===== config.mk =====
export PLATFORM = sky130hd
export DESIGN_NAME = ddr4_rx_lane_bitslip_align
export DESIGN_NICKNAME = d
export VERILOG_FILES = /design/src/rtl/ddr4_rx_lane_bitslip_align.sv
export SDC_FILE = /design/constraint.sdc
export NUM_CORES = 1
export LEC_CHECK = 0
export ABC_CLOCK_PERIOD_IN_PS = 3200
export CORE_ASPECT_RATIO = 1.2
export CORE_MARGIN = 4
export CORE_UTILIZATION = 35
export DETAILED_ROUTE_END_ITERATION = 10
export DONT_BUFFER_PORTS = 1
export PLACE_DENSITY = 0.47
export SYNTH_ARGS = -nofsm -noshare
export SYNTH_HDL_FRONTEND = slang
export SYNTH_SLANG_ARGS = --single-unit

===== constraint.sdc =====
create_clock -name FAB_CLK -period 3.2 [get_ports FAB_CLK]
set_input_delay 0 -clock FAB_CLK [delete_from_list [all_inputs] [get_ports FAB_CLK]]
set_output_delay 0 -clock FAB_CLK [all_outputs]
set_load 0.02 [all_outputs]

===== src/rtl/ddr4_rx_lane_bitslip_align.sv =====
// ddr4_rx_lane_bitslip_align
//   Receive-side word aligner for one DDR4 DQ lane (FAB_CLK domain).
//   During read training it compares deserialised words against
//   TRAIN_PATTERN and pulses RX_BIT_SLIP into the IOD until the word
//   boundary lines up. Once locked it forwards read words with a
//   one-cycle registered latency.
//
// Ports
//   FAB_CLK      in   fabric clock, rising edge
//   ARST         in   asynchronous active-high reset
//   TRAIN_START  in   single-cycle start/restart pulse
//   RX_DATA_IN   in   [7:0] deserialised word, bit 0 first in time
//   RX_VALID_IN  in   RX_DATA_IN carries read data this cycle
//   RX_BIT_SLIP  out  single-cycle slip pulse to the IOD
//   RX_DATA_OUT  out  [7:0] aligned read word (registered)
//   RX_VALID_OUT out  RX_DATA_OUT valid (LOCKED only)
//   TRAIN_DONE   out  lock achieved, held until start/reset
//   TRAIN_FAIL   out  all 8 alignments exhausted, held until start/reset
//   SLIP_COUNT   out  [2:0] slips issued since the last start
module ddr4_rx_lane_bitslip_align #(
  parameter logic [7:0]  TRAIN_PATTERN = 8'h1D,
  parameter int unsigned MATCH_COUNT   = 16,
  parameter int unsigned SLIP_SETTLE   = 4
) (
  input  logic       FAB_CLK,
  input  logic       ARST,
  input  logic       TRAIN_START,
  input  logic [7:0] RX_DATA_IN,
  input  logic       RX_VALID_IN,
  output logic       RX_BIT_SLIP,
  output logic [7:0] RX_DATA_OUT,
  output logic       RX_VALID_OUT,
  output logic       TRAIN_DONE,
  output logic       TRAIN_FAIL,
  output logic [2:0] SLIP_COUNT
);

  localparam logic [7:0] LP_MATCH  = 8'(MATCH_COUNT);
  localparam logic [3:0] LP_SETTLE = 4'(SLIP_SETTLE);

  typedef enum logic [2:0] {
    ST_IDLE,
    ST_COMPARE,
    ST_SLIP,
    ST_SETTLE,
    ST_LOCKED,
    ST_FAIL
  } state_t;

  state_t     r_state;
  logic [7:0] r_match;
  logic [3:0] r_settle;
  logic       r_slip;
  logic [7:0] r_data_out;
  logic       r_valid_out;
  logic       r_done;
  logic       r_fail;
  logic [2:0] r_slip_cnt;

  logic       w_match;
  logic [7:0] w_match_next;

  assign w_match      = (RX_DATA_IN == TRAIN_PATTERN);
  // Saturating increment; lock fires at LP_MATCH so the ceiling is never hit
  // in legal configurations, but the counter must not wrap regardless.
  assign w_match_next = (r_match == 8'hFF) ? r_match : r_match + 8'd1;

  always_ff @(posedge FAB_CLK or posedge ARST) begin
    if (ARST) begin
      r_state     <= ST_IDLE;
      r_match     <= '0;
      r_settle    <= '0;
      r_slip      <= 1'b0;
      r_data_out  <= '0;
      r_valid_out <= 1'b0;
      r_done      <= 1'b0;
      r_fail      <= 1'b0;
      r_slip_cnt  <= '0;
    end else begin
      // Slip and valid are single-state qualifiers; default them low.
      r_slip      <= 1'b0;
      r_valid_out <= 1'b0;
      if (TRAIN_START) begin
        // Restart from any state. A slip pulse already on the wire this
        // cycle still completes; only the count is cleared.
        r_state    <= ST_COMPARE;
        r_match    <= '0;
        r_settle   <= '0;
        r_slip_cnt <= '0;
        r_done     <= 1'b0;
        r_fail     <= 1'b0;
      end else begin
        case (r_state)
          ST_IDLE: begin
          end
          ST_COMPARE: begin
            if (RX_VALID_IN) begin
              if (w_match) begin
                r_match <= w_match_next;
                if (w_match_next == LP_MATCH) begin
                  r_state <= ST_LOCKED;
                  r_done  <= 1'b1;
                end
              end else begin
                r_match <= '0;
                if (r_slip_cnt == 3'd7) begin
                  r_state <= ST_FAIL;
                  r_fail  <= 1'b1;
                end else begin
                  r_state <= ST_SLIP;
                  r_slip  <= 1'b1;
                end
              end
            end
          end
          ST_SLIP: begin
            r_slip_cnt <= r_slip_cnt + 3'd1;
            r_settle   <= LP_SETTLE;
            r_state    <= ST_SETTLE;
          end
          ST_SETTLE: begin
            // Leaving on the 1->0 step keeps SETTLE exactly SLIP_SETTLE
            // cycles long.
            if (r_settle <= 4'd1) begin
              r_settle <= '0;
              r_state  <= ST_COMPARE;
            end else begin
              r_settle <= r_settle - 4'd1;
            end
          end
          ST_LOCKED: begin
            r_data_out  <= RX_DATA_IN;
            r_valid_out <= RX_VALID_IN;
          end
          ST_FAIL: begin
          end
          default: r_state <= ST_IDLE;
        endcase
      end
    end
  end

  assign RX_BIT_SLIP  = r_slip;
  assign RX_DATA_OUT  = r_data_out;
  assign RX_VALID_OUT = r_valid_out;
  assign TRAIN_DONE   = r_done;
  assign TRAIN_FAIL   = r_fail;
  assign SLIP_COUNT   = r_slip_cnt;

endmodule


==> impl_metrics.csv, run 1 <==
group,metric,value,unit
run_status,status,"finished, final reports clean",
clock_tree,cts.sinks,30,
layout,final_cell_mix,"dfrtp_1, nor2_1, a21oi_1",
layout,final_nets,190,
place,place_hpwl,2630,um
layout,fin_area,1930,um^2
pwr,vdd_drop_max,0.253,mV
layout,drive_above_1_share,16.7,%
logic_synthesis,syn_inst,162,
floorplanning,die_w,71.4,um
clock_tree,clk_latency,270,ps
sta,relSlewSlack,46.5,%
logic_synthesis,synth.top_cells.by_area,"dfrtp_1, mux2_2, a21oi_1, nor2_1, ha_1",
pwr,p_leak,0.811,nW
layout,multi_input_area,863,um^2
place,gp_congestion,0.745,
global_routing,grt_usage,13.0,%
layout,regArea,751,um^2
clock_tree,cts_setup_buffers,0,
hold_path,min_path_cells,3,
sta,fin_crit,2020,ps
hold_path,hold_start,"RX_DATA_IN[5]",
logic_synthesis,syn_area,1690,um^2
critical_path,critPathArrivalTime,2160,ps
critical_path,rrSetupSlack,1180,ps
floorplanning,dieHeight,84.1,um
layout,nFillCells,458,
drt,drc,0,
sta,skew,6.83,ps
logic_synthesis,yosys_warnings,0,
drt,routed_wl,3540,um
logic_synthesis,async_reset_ff_share,100,%
global_routing,grt_overflow,0,
place,dpl.cell_count,213,
hold_path,hold_class,"primary input to flip-flop",
clock_tree,cts_tree,"yes",
critical_path,rr_worst_depth,5,
critical_path,worst-path-max-fanout,5,
floorplanning,die-area,6000,um^2
drt,vias,1248,
global_routing,antenna_found_initial,0,
sta,finalMaxSlewViolations,0,
sta,rsz0062_at_grt,"false",
drt,initialDrtViolationCount,56,
sta,max_freq,495,MHz
global_routing,grt_max_degree,17,
clock_tree,cts_buffers,5,
clock_tree,cts_buffer_depth,2,
sta,hold_viol_final,0,
sta,timing.final.crit_share,63.1,%
logic_synthesis,dominantRegCellSynth,"dfrtp_1",
logic_synthesis,synth_area_per_cell,10.4,um^2
logic_synthesis,synth.distinct_cells,48,
clock_tree,ctsHtreeMaxLevel,2,
pwr,power.density,486,nW/um^2
clock_tree,cts-resized-gates,0,
layout,area_growth,14.5,%
critical_path,r2r-end,"r_state[0]",
drt,dr.pass1.iters,4,
hold_path,holdPathEnd,"r_state[0]",
layout,antenna_cells,0,
place,io_buffers,0,
layout,layout.cells.non_filler,232,
clock_tree,clkTransAtPathRegs,60,ps
drt,viasPerCell,5.38,
logic_synthesis,syn_nets,179,
layout,fin_util,41.8,%
sta,tightest_slew,799,ps
place,place_area,1720,um^2
global_routing,grt_pass1_vias,1315,
job,maxCapViolations,0,
critical_path,startpoint,"r_match[0]",
floorplanning,core,4630,um^2
sta,setup_viol,0,
logic_synthesis,synth.top_cell.area_share,44.5,%
layout,final_common_cell,"dfrtp_1",
logic_synthesis,synth_largest_area_cell,"dfrtp_1",
critical_path,setup.worst_path.class,"flip-flop to flip-flop",
floorplanning,num_rows,27,
critical_path,reg2reg_from,"r_match[0]",
floorplanning,ios,27,
global_routing,grt_pass1_wl,6240,um
critical_path,startpoint_type,"flip-flop",
logic_synthesis,ys_ff_latch,30,
pwr,totalPowerFinal,0.000939,W
drt,antenna_left,0,
floorplanning,initial_core_util,36.5,%
drt,wire_per_inst,15.3,um
logic_synthesis,synth_edf_count,0,
logic_synthesis,ys_seq_area_share,44.5,%
critical_path,cp.required,3340,ps
clock_tree,root_buffer,"clkbuf_8",
critical_path,end_kind,"flip-flop",
sta,setup-tns-final,0,ps
registers in the layout, summed over array words and instances, names as in the netlist:
| signal | flops |
|---|---|
| RX_BIT_SLIP | 1 |
| RX_DATA_OUT | 8 |
| RX_VALID_OUT | 1 |
| SLIP_COUNT | 3 |
| TRAIN_DONE | 1 |
| TRAIN_FAIL | 1 |
| r_match | 8 |
| r_settle | 4 |
| r_state | 3 |
layer usage:
| layer | vias up | part of all wire (%) | wire length [um] | GRT usage (%) |
|---|---|---|---|---|
| met1 | 599 | 43 | 1520 | 15.9 |
| met4 | 0 | 1.4 | 49 | 4.44 |
| met5 | - | 0 | 0 | 0 |
| li1 | 618 | - | - | - |
| met3 | 5 | 5.5 | 193 | 4.34 |
| met2 | 26 | 50 | 1780 | 21.2 |
cell families (layout without fill, tap and decap cells):
group / Yosys count / count (layout) / synth area share, %
simple gates: 63 / 63 / 23.6
xor+xnor: 2 / 2 / 1.04
flops: 30 / 30 / 44.5
compound gates: 38 / 38 / 16.2
mux: 10 / 10 / 6.60
buf+inv: 14 / 26 / 4.37
fa+ha+maj: 5 / 5 / 3.71
critical path, stage by stage (launching register included):
cell      delay, ps
dfrtp_1         410
ha_1            310
or2b_1          230
or4_4           520
nor3_2          260
o221ai_1        150
report_power, final:
part	switching, W	internal [W]	leakage (nW)
Sequential	0.0000448	0.000398	0.405
Combinational	0.0000688	0.0000637	0.353
Clock	0.000131	0.000233	0.0524
Total	0.000244	0.000694	0.811
how the worst max path moves through the flow:
stage,to
4_1_cts,r_state[0]
3_3_place_gp,r_state[0]
6_report,r_state[0]
2_1_floorplan,r_state[0]
3_5_place_dp,r_state[0]
5_1_grt,r_match[2]
metrics by stage:
stage / hold WS, ps / setup WS [ps]
4_1_cts: 0.136 / 1170
6_report: 5.95 / 1180
3_3_place_gp: -51.4 / 1180
3_5_place_dp: -38.3 / 1180
5_1_grt: 19.8 / 1020
2_1_floorplan: 90.8 / 1360
synth_stat cells (2+ instances only):
| cell | count |
|---|---|
| clkbuf_1 | 2 |
| nand4_1 | 4 |
| o21ai_0 | 4 |
| ha_1 | 5 |
| a2bb2oi_1 | 2 |
| nand3_1 | 5 |
| dfrtp_1 | 30 |
| and3_1 | 4 |
| or3_1 | 2 |
| nor2_1 | 17 |
| buf_2 | 2 |
| nand3b_1 | 2 |
| nand2_1 | 11 |
| buf_4 | 3 |
| nor4b_4 | 2 |
| mux2_2 | 9 |
| a31oi_1 | 7 |
| and2_1 | 2 |
| a21oi_1 | 14 |
| nand2b_1 | 3 |
| inv_1 | 5 |
layout make-up:
class / instances / share of cell area (%)
timing repair buffer: 12 / 6.08
multi-input combinational: 118 / 44.7
tap: 58 / 3.75
clock inverter: 1 / 1.55
clock buffer: 7 / 3.95
inverter: 6 / 1.17
sequential: 30 / 38.8
repair_timing:
action / CTS / global route
endpoints found under the setup margin: 0 / 0
hold buffers: 11 / 0
endpoints found under the hold margin: 41 / 0
Power figures use the tool's default switching activity.
==> run 2, diff against run 1 <==
--- a/config.mk
+++ b/config.mk
@@ -5,13 +5,13 @@
 export SDC_FILE = /design/constraint.sdc
 export NUM_CORES = 1
 export LEC_CHECK = 0
-export ABC_CLOCK_PERIOD_IN_PS = 3200
+export ABC_CLOCK_PERIOD_IN_PS = 1800
 export CORE_ASPECT_RATIO = 1.2
 export CORE_MARGIN = 4
 export CORE_UTILIZATION = 35
 export DETAILED_ROUTE_END_ITERATION = 10
 export DONT_BUFFER_PORTS = 1
-export PLACE_DENSITY = 0.47
+export PLACE_DENSITY = 0.49
 export SYNTH_ARGS = -nofsm -noshare
 export SYNTH_HDL_FRONTEND = slang
 export SYNTH_SLANG_ARGS = --single-unit
==> constraint.sdc (replaced) <==
create_clock -name FAB_CLK -period 1.8 [get_ports FAB_CLK]
set_input_delay 0 -clock FAB_CLK [delete_from_list [all_inputs] [get_ports FAB_CLK]]
set_output_delay 0 -clock FAB_CLK [all_outputs]
set_load 0.02 [all_outputs]
==> impl_metrics.csv, run 2 (synthesis results as in run 1) <==
group,metric,value,unit
drt,viasPerCell,5.54,
critical_path,crit_chain,"ha_4 -> nand3_2 -> xor2_1 -> or4_4 -> nor3_4 -> o221ai_1",
pwr,totalPowerFinal,0.00163,W
sta,finalMaxSlewViolations,0,
drt,drc,0,
critical_path,worst-path-max-fanout,5,
floorplanning,dieHeight,84.1,um
layout,drive_above_1_share,27.2,%
critical_path,critPathArrivalTime,1910,ps
layout,final_cell_mix,"dfrtp_1, nor2_1, buf_4",
drt,antenna_left,0,
drt,vias,1380,
drt,routed_wl,4070,um
clock_tree,clk_latency,280,ps
drt,wire_per_inst,16.4,um
critical_path,setup.worst_path.class,"flip-flop to flip-flop",
global_routing,grt_pass1_wl,6790,um
place,dpl.cell_count,227,
pwr,vdd_drop_max,0.487,mV
clock_tree,root_buffer,"clkbuf_8",
global_routing,antenna_found_initial,0,
layout,final_nets,207,
clock_tree,cts_buffer_depth,2,
clock_tree,clkTransAtPathRegs,60,ps
critical_path,r2r-end,"r_state[0]",
run_status,status,"finished, final reports clean",
sta,timing.final.crit_share,98.0,%
sta,max_freq,567,MHz
layout,antenna_cells,0,
sta,rsz0062_at_grt,"true",
clock_tree,cts_tree,"yes",
sta,worst_hold_slack,5.97,ps
critical_path,startpoint,"r_match[1]",
sta,relSlewSlack,55.2,%
clock_tree,ctsHtreeMaxLevel,2,
floorplanning,num_rows,27,
global_routing,grt_pass1_vias,1449,
place,io_buffers,0,
place,place_hpwl,2790,um
layout,layout.cells.non_filler,249,
pwr,power.density,770,nW/um^2
sta,hold_viol_final,0,
critical_path,rrSetupSlack,40,ps
layout,nFillCells,421,
job,maxCapViolations,0,
hold_path,hold_start,"TRAIN_START",
critical_path,rr_worst_depth,6,
place,gp_congestion,0.794,
critical_path,crit_path_top_delay_cell,"or4_4",
global_routing,grt_usage,14.5,%
sta,tightest_slew,672,ps
floorplanning,die-area,6000,um^2
floorplanning,ios,27,
clock_tree,cts_buffers,5,
pwr,p_leak,0.909,nW
critical_path,end_kind,"flip-flop",
sta,skew,5.06,ps
clock_tree,cts.sinks,30,
sta,fin_crit,1760,ps
floorplanning,initial_core_util,36.5,%
layout,final_common_cell,"dfrtp_1",
floorplanning,core,4630,um^2
global_routing,grt_max_degree,17,
critical_path,cp.required,1950,ps
critical_path,reg2reg_from,"r_match[1]",
drt,initialDrtViolationCount,84,
critical_path,max_stage_delay,520,ps
drt,dr.pass1.iters,4,
hold_path,min_path_cells,3,
critical_path,startpoint_type,"flip-flop",
layout,area_growth,25.6,%
hold_path,holdPathEnd,"r_match[0]",
sta,setup_viol,0,
global_routing,grt_overflow,0,
floorplanning,die_w,71.4,um
hold_path,hold_class,"primary input to flip-flop",
-- run 2: power breakdown --
part | switching, W | internal [W]
Clock | 0.000251 | 0.000307
Sequential | 0.0000553 | 0.000708
Combinational | 0.000165 | 0.000147
Total | 0.000471 | 0.00116
-- run 2: worst max path at each step --
stage | to | slack [ps] | cells after the start
6_report | r_state[0] | 40 | 6
5_1_grt | r_settle[0] | -80 | 7
4_1_cts | r_state[0] | -20 | 5
3_5_place_dp | r_state[0] | -110 | 5
3_3_place_gp | r_state[0] | -5 | 5
2_1_floorplan | r_state[0] | 7 | 5
-- run 2: area by class of cell --
| type | instances | area, um^2 | share of cell area [%] |
|---|---|---|---|
| clock buffer | 6 | 82.6 | 3.90 |
| tap | 58 | 72.6 | 3.42 |
| clock inverter | 2 | 12.5 | 0.590 |
| inverter | 6 | 22.5 | 1.06 |
| timing repair buffer | 29 | 265 | 12.5 |
| multi-input combinational | 118 | 913 | 43.1 |
| sequential | 30 | 751 | 35.4 |
-- run 2: repair_timing --
action	CTS	global route
gates resized for setup	5	6
setup endpoints to repair	3	8
hold buffers	11	2
endpoints found under the hold margin	40	1
gates cloned	0	0
pin swaps	4	2
setup buffers	1	0
-- run 2: layer usage --
metal | track usage, % | routed length, um
met5 | 0 | 0
met4 | 6.67 | 57
met3 | 4.34 | 172
met2 | 25.5 | 2300
met1 | 15.5 | 1540
-- run 2: worst max-delay path, delay by kind of cell, from the launching register on --
kind            cells  cell delay [ps]
flops               1              390
compound gates      1              150
simple gates        3              760
fa+ha+maj           1              180
xor+xnor            1              150
-- run 2: stage by stage --
stage	setup TNS, ps	setup WS (ps)	utilization, %	instance area [um^2]
after floorplan	0	7.42	-	1690
after global placement	-5.25	-5.25	39.6	1830
after detailed placement	-199	-113	39.6	1830
after CTS	-25.1	-24.6	44.8	2070
after global routing	-196	-76.3	45.8	2120
final	0	35.6	45.8	2120
